File: config.mk
export PLATFORM = sky130hd
export DESIGN_NAME = mem_load_queue
export DESIGN_NICKNAME = d
export VERILOG_FILES = /design/src/rtl/mem_load_queue.sv
export SDC_FILE = /design/constraint.sdc
export NUM_CORES = 1
export LEC_CHECK = 0
export ABC_AREA = 1
export BUFFER_PORTS_ARGS = -buffer_cell sky130_fd_sc_hd__buf_2
export CAP_MARGIN = 5
export CORE_ASPECT_RATIO = 1.5
export CORE_MARGIN = 4
export CORE_UTILIZATION = 35
export DETAILED_ROUTE_END_ITERATION = 8
export PLACE_DENSITY = 0.6
export SLEW_MARGIN = 20
export SYNTH_ARGS = -nofsm -noshare
export SYNTH_HDL_FRONTEND = slang
export SYNTH_SLANG_ARGS = --single-unit
File: constraint.sdc
create_clock -name clk -period 6.1 [get_ports clk]
set_input_delay 0.61 -clock clk [delete_from_list [all_inputs] [get_ports clk]]
set_output_delay 0.61 -clock clk [all_outputs]
set_load 0.005 [all_outputs]
File: src/rtl/mem_load_queue.sv
`default_nettype none
// ============================================================================
// Module   : mem_load_queue
// Brief    : MEM-stage in-order load/store completion queue between EX and WB;
//            matches in-order bus responses, aligns load data, retires in order.
// Revision : 1.0 - initial release
// ============================================================================
module mem_load_queue #(
    parameter int DEPTH = 4,
    parameter int PC_W  = 32
) (
    input  logic                   clk,
    input  logic                   resetn,
    input  logic                   es2ms_valid,
    output logic                   ms_allowin,
    input  logic                   es_req_issued,
    input  logic [4:0]             es_ld_op,
    input  logic [1:0]             es_addr_lo,
    input  logic                   es_rf_we,
    input  logic [4:0]             es_rf_waddr,
    input  logic [PC_W-1:0]        es_result,
    input  logic [PC_W-1:0]        es_pc,
    input  logic                   data_sram_data_ok,
    input  logic [31:0]            data_sram_rdata,
    input  logic                   ws_allowin,
    output logic                   ms2ws_valid,
    output logic                   ms_rf_we,
    output logic [4:0]             ms_rf_waddr,
    output logic [PC_W-1:0]        ms_rf_wdata,
    output logic [PC_W-1:0]        ms_pc,
    output logic [31:0]            ms_busy_rf_mask,
    input  logic                   flush,
    output logic [$clog2(DEPTH):0] ms_count
);
    localparam int c_AW = $clog2(DEPTH);
    localparam int c_CW = c_AW + 1;
    localparam int c_DW = c_AW + 2;

    logic [DEPTH-1:0] valid_q, valid_d, owed_q, owed_d, done_q, done_d, rf_we_q, rf_we_d;
    logic [4:0]       ld_op_q   [DEPTH];
    logic [4:0]       ld_op_d   [DEPTH];
    logic [1:0]       addr_lo_q [DEPTH];
    logic [1:0]       addr_lo_d [DEPTH];
    logic [4:0]       waddr_q   [DEPTH];
    logic [4:0]       waddr_d   [DEPTH];
    logic [PC_W-1:0]  result_q  [DEPTH];
    logic [PC_W-1:0]  result_d  [DEPTH];
    logic [PC_W-1:0]  pc_q      [DEPTH];
    logic [PC_W-1:0]  pc_d      [DEPTH];
    logic [31:0]      rdata_q   [DEPTH];
    logic [31:0]      rdata_d   [DEPTH];
    logic [c_AW-1:0]  head_q, head_d, tail_q, tail_d;
    logic [c_CW-1:0]  count_q, count_d;
    logic [c_DW-1:0]  discard_q, discard_d;

    logic             w_resp_found;
    logic [c_AW-1:0]  w_resp_ptr;
    logic [c_DW-1:0]  w_pend_cnt;
    logic             w_data_ok_live;
    logic             w_resp_match;
    logic             w_resp_dec;
    logic             w_head_ready;
    logic             w_enq;
    logic             w_deq;
    logic [31:0]      w_hd_rdata;
    logic [31:0]      w_sh;
    logic [PC_W-1:0]  w_ld_ext;

    // Responses arrive in order, so the owner is the oldest owed entry scanning from head.
    always_comb begin
        w_resp_found = 1'b0;
        w_resp_ptr   = head_q;
        w_pend_cnt   = '0;
        for (int i = 0; i < DEPTH; i++) begin
            if (!w_resp_found && valid_q[head_q + c_AW'(i)] && owed_q[head_q + c_AW'(i)]
                && !done_q[head_q + c_AW'(i)]) begin
                w_resp_found = 1'b1;
                w_resp_ptr   = head_q + c_AW'(i);
            end
            w_pend_cnt = w_pend_cnt + c_DW'(valid_q[i] & owed_q[i] & ~done_q[i]);
        end
    end

    always_comb begin
        w_data_ok_live = data_sram_data_ok && (discard_q == '0);
        w_resp_match   = w_data_ok_live && w_resp_found;
        w_resp_dec     = data_sram_data_ok && ((discard_q != '0) || w_resp_found);
        w_head_ready   = valid_q[head_q] &&
                         (done_q[head_q] || (w_resp_match && (w_resp_ptr == head_q)));
        ms_allowin     = (count_q != c_CW'(DEPTH)) && !flush;
        ms2ws_valid    = w_head_ready && !flush;
        w_enq          = es2ms_valid && ms_allowin;
        w_deq          = ms2ws_valid && ws_allowin;
    end

    always_comb begin
        valid_d   = valid_q;
        owed_d    = owed_q;
        done_d    = done_q;
        rf_we_d   = rf_we_q;
        ld_op_d   = ld_op_q;
        addr_lo_d = addr_lo_q;
        waddr_d   = waddr_q;
        result_d  = result_q;
        pc_d      = pc_q;
        rdata_d   = rdata_q;
        head_d    = head_q;
        tail_d    = tail_q;
        count_d   = count_q;
        discard_d = discard_q;
        if (flush) begin
            // Every owed response becomes a discard, except one consumed this very cycle.
            valid_d   = '0;
            head_d    = tail_q;
            count_d   = '0;
            discard_d = discard_q + w_pend_cnt - c_DW'(w_resp_dec);
        end else begin
            if (w_resp_match) begin
                done_d[w_resp_ptr]  = 1'b1;
                rdata_d[w_resp_ptr] = data_sram_rdata;
            end else if (data_sram_data_ok && (discard_q != '0)) begin
                discard_d = discard_q - c_DW'(1);
            end
            if (w_deq) begin
                valid_d[head_q] = 1'b0;
                head_d          = head_q + c_AW'(1);
            end
            if (w_enq) begin
                valid_d[tail_q]   = 1'b1;
                owed_d[tail_q]    = es_req_issued;
                done_d[tail_q]    = ~es_req_issued;
                rf_we_d[tail_q]   = es_rf_we;
                ld_op_d[tail_q]   = es_ld_op;
                addr_lo_d[tail_q] = es_addr_lo;
                waddr_d[tail_q]   = es_rf_waddr;
                result_d[tail_q]  = es_result;
                pc_d[tail_q]      = es_pc;
                rdata_d[tail_q]   = '0;
                tail_d            = tail_q + c_AW'(1);
            end
            count_d = count_q + c_CW'(w_enq) - c_CW'(w_deq);
        end
    end

    always_ff @(posedge clk or negedge resetn) begin
        if (!resetn) begin
            valid_q   <= '0;
            owed_q    <= '0;
            done_q    <= '0;
            rf_we_q   <= '0;
            head_q    <= '0;
            tail_q    <= '0;
            count_q   <= '0;
            discard_q <= '0;
            for (int i = 0; i < DEPTH; i++) begin
                ld_op_q[i]   <= '0;
                addr_lo_q[i] <= '0;
                waddr_q[i]   <= '0;
                result_q[i]  <= '0;
                pc_q[i]      <= '0;
                rdata_q[i]   <= '0;
            end
        end else begin
            valid_q   <= valid_d;
            owed_q    <= owed_d;
            done_q    <= done_d;
            rf_we_q   <= rf_we_d;
            ld_op_q   <= ld_op_d;
            addr_lo_q <= addr_lo_d;
            waddr_q   <= waddr_d;
            result_q  <= result_d;
            pc_q      <= pc_d;
            rdata_q   <= rdata_d;
            head_q    <= head_d;
            tail_q    <= tail_d;
            count_q   <= count_d;
            discard_q <= discard_d;
        end
    end

    // A head still waiting on the bus takes the live response data (zero-cycle bypass).
    always_comb begin
        w_hd_rdata = done_q[head_q] ? rdata_q[head_q] : data_sram_rdata;
        w_sh       = w_hd_rdata >> {addr_lo_q[head_q], 3'b000};
        case (ld_op_q[head_q])
            5'b10000: w_ld_ext = {{(PC_W-8){w_sh[7]}}, w_sh[7:0]};
            5'b01000: w_ld_ext = {{(PC_W-8){1'b0}}, w_sh[7:0]};
            5'b00100: w_ld_ext = {{(PC_W-16){w_sh[15]}}, w_sh[15:0]};
            5'b00010: w_ld_ext = {{(PC_W-16){1'b0}}, w_sh[15:0]};
            default:  w_ld_ext = PC_W'(w_sh);
        endcase
        ms_rf_we    = ms2ws_valid ? rf_we_q[head_q] : 1'b0;
        ms_rf_waddr = ms2ws_valid ? waddr_q[head_q] : 5'd0;
        ms_pc       = ms2ws_valid ? pc_q[head_q] : '0;
        ms_rf_wdata = ms2ws_valid ? ((|ld_op_q[head_q]) ? w_ld_ext : result_q[head_q]) : '0;
        ms_count    = count_q;
    end

    always_comb begin
        ms_busy_rf_mask = '0;
        for (int i = 0; i < DEPTH; i++) begin
            if (valid_q[i] && rf_we_q[i] && (|ld_op_q[i]) && !done_q[i] && (waddr_q[i] != 5'd0))
                ms_busy_rf_mask[waddr_q[i]] = 1'b1;
        end
    end

    a_no_orphan_resp: assert property (@(posedge clk) disable iff (!resetn)
        !(data_sram_data_ok && (discard_q == '0) && !w_resp_found));
    a_discard_bound: assert property (@(posedge clk) disable iff (!resetn)
        discard_q <= c_DW'(2 * DEPTH));
    a_count_bound: assert property (@(posedge clk) disable iff (!resetn)
        count_q <= c_CW'(DEPTH));

endmodule
`default_nettype wire
==> out/metrics.csv <==
metric,value,unit
Post-Syn Nets,3553,
Post-CTS Resized,0,
CTS Root Cell,clkbuf_16,
die width,227.0,um
die height,336.5,um
hpwl dp,54740,um
# IOs,223,
Post-synth EDFFs,0,
fmax,0.1807,GHz
most used flip-flop cell after synthesis,dfrtp_1,
GR Overflow Total,0,
initial DRC count,1734,
"Seq/Total Area, Yosys",0.4563,
count of pins over their slew limit,0,
placed inst area,0.02666,mm^2
synthesis-stage register bit count,459,
top-count cell post-synth,nand2_1,
vias in the first global route,22540,
Final ANT Viol Nets,0,
Post-Route WL,83710,um
worst slew pin tran,1.105,ns
Vias per Instance,5.311,
max-cap violation count,0,
Initial DRT Pass Iterations,5,
later-pin clock latency in the skew report,0.60,ns
Synth Area per Inst,7.371,um^2
largest net degree at the start of global routing,190,
Ys Warns,0,
library cells used by synthesis,51,
clk slew on worst S/H paths,0.06,ns
crit path kind,reg2out,
Hold Fails Final Rpt,0,
Worst IR Drop VDD,0.4332,mV
pwr/cell area,539.9,mW/mm^2
crit end category,primary output,
CP max FO,91,
FF-to-FF Start,head_q[1],
Post-CTS Hold Fix Bufs,0,
skew final,0.01105,ns
CTS Sinks,459,
CTS tree,done,
final setup fails,0,
"FFs w/ async S/R, synth",1.000,
final instance area,0.02824,mm^2
die area,0.07637,mm^2
Area contributors post-synth,"dfrtp_1 (46%), nand2_1 (15%), o21ai_0 (10%)",
synthesized area,0.02517,mm^2
DR WL/cell,18.89,um
"area leader, netlist",dfrtp_1,
status,finished clean,
initial antenna violation count,7,
fin crit period,5.533,ns
Pleak,13.99,nW
CP endpoint,ms_rf_wdata[31],
RSZ-0062 raised after global routing,no,
htree depth,2,
layout cell share with drive strength beyond 1,0.1047,
Rel. slew slack,0.2637,
Setup crit start kind,flip-flop,
period utilization,0.9070,
Fin Setup TNS,0,ns
worst min path class,in2async,
Core ar.,0.07132,mm^2
top cell type's share of synthesized area,0.4563,
Cells after Synth,3415,
first-pass GRT wire length,131300,um
Synth top cells by count,"nand2_1 (974), o21ai_0 (512), dfrtp_1 (459), inv_1 (290), nor2_1 (261)",
R2R setup slack,1.45,ns
cts bufs inserted,47,
routed via count,23540,
CTS Buffer Depth,3,
Initial Util,0.3530,
Post-CTS Setup Inserts,0,
CP startpoint,head_q[0],
# nets final,3618,
Overall Global Routing Usage,0.2146,
port bufs,221,
reg2reg end,discard_q[2],
CP required,5.49,ns
reg2reg path depth,17,
Layout area overhead,12.18,%
RD Place Congestion,0.9730,
WP data arrival,4.92,ns
Core Rows,120,
Residual DRC,0,
## cell usage in the layout, fill, tap and decap left out, drive strengths merged, types with 4 or more instances in the layout
cell,instances
nand2,983
o21ai,546
dfrtp,459
inv,300
nor2,265
buf,250
a21oi,197
nand3,99
o22ai,96
clkbuf,71
nor3,64
o211ai,25
a22oi,25
ha,18
a32oi,18
a32o,12
a221oi,10
o221ai,10
nand4,10
a31oi,9
clkinv,8
o311ai,4
xor2,4
fa,4
## cell type report
class / instances / area [um^2]
fillers: 7439 / 43080
flip-flops and latches: 459 / 11490
multi-input cells: 2420 / 11490
clock buffers: 71 / 1396
repair buffers: 250 / 1384
inverters: 302 / 1145
well taps: 915 / 1145
clock inverters: 12 / 182.7
diodes: 2 / 5.005
## state kept, by name (all words and copies together), names as in the netlist, 8 cells and up
name and flops:
rdata_q 128, waddr_q 20, addr_lo_q 8, pc_q 128
result_q 128, ld_op_q 20
## where the power goes
part / switching [W] / total, W / leakage (nW) / internal, W
clock network: 0.00127 / 0.00298 / 0.763 / 0.00171
logic: 0.00488 / 0.00703 / 7.36 / 0.00215
registers: 0.000857 / 0.00523 / 5.88 / 0.00438
total: 0.00701 / 0.0152 / 14.0 / 0.00824
## per-layer routing
metal  global-route usage  vias to the layer above  part of all wire
li1                     -                    11390                 -
met1               0.2768                    11230              0.42
met2               0.3592                      701              0.48
met3              0.03510                      204             0.050
met4              0.08798                       10             0.045
met5                    0                        -           0.00096
## worst max-delay path: stages, from the launching register on
cell and delay [ns]:
dfrtp_4 0.51, inv_6 0.55, buf_4 0.68, nand2_1 0.12, a32oi_1 0.51, inv_2 0.33
nand2_1 0.23, nand3_4 0.15, nand3_2 0.39, nand2_1 0.11, nand2_1 0.07, o21ai_0 0.14
nor2_1 0.31, buf_2 0.19
## worst min path at each step
stage,start,to,slack [ns],depth (start not counted)
after global routing,resetn,rdata_q[67],0.07,1
after detailed placement,pc_q[51],pc_q[51],0.47,2
after floorplan,resetn,addr_lo_q[0],0.31,0
after CTS,resetn,result_q[112],0.04,1
final,resetn,rdata_q[68],0.02,1
after global placement,pc_q[60],pc_q[60],0.47,2
## stage by stage
step | setup slack (ns) | std cells | total power, W | hold slack, ns | utilization
2_1_floorplan | 1.369 | 3415 | 0.009923 | 0.3144 | -
3_3_place_gp | 1.287 | 4346 | 0.01215 | 0.4659 | 0.3738
3_5_place_dp | 1.258 | 4346 | 0.01223 | 0.4727 | 0.3738
4_1_cts | 0.6090 | 4429 | 0.01529 | 0.03511 | 0.3959
5_1_grt | 0.2573 | 4429 | 0.01650 | 0.06975 | 0.3959
6_report | 0.5675 | 4431 | 0.01525 | 0.02053 | 0.3960
## cells by family after synthesis
kind of cell             count (synthesis)  synth area share
AND/OR/NAND/NOR                       1431            0.2279
AO/OA/AOI/OAI                          958            0.2109
buffers and inverters                  536           0.08972
flip-flops                             459            0.4563
adder cells (fa/ha/maj)                 22           0.01213
XOR/XNOR                                 6          0.002088
multiplexers                             2         0.0007953
other                                    1         0.0001490
Note: power is estimated with default switching activity, not from simulation.
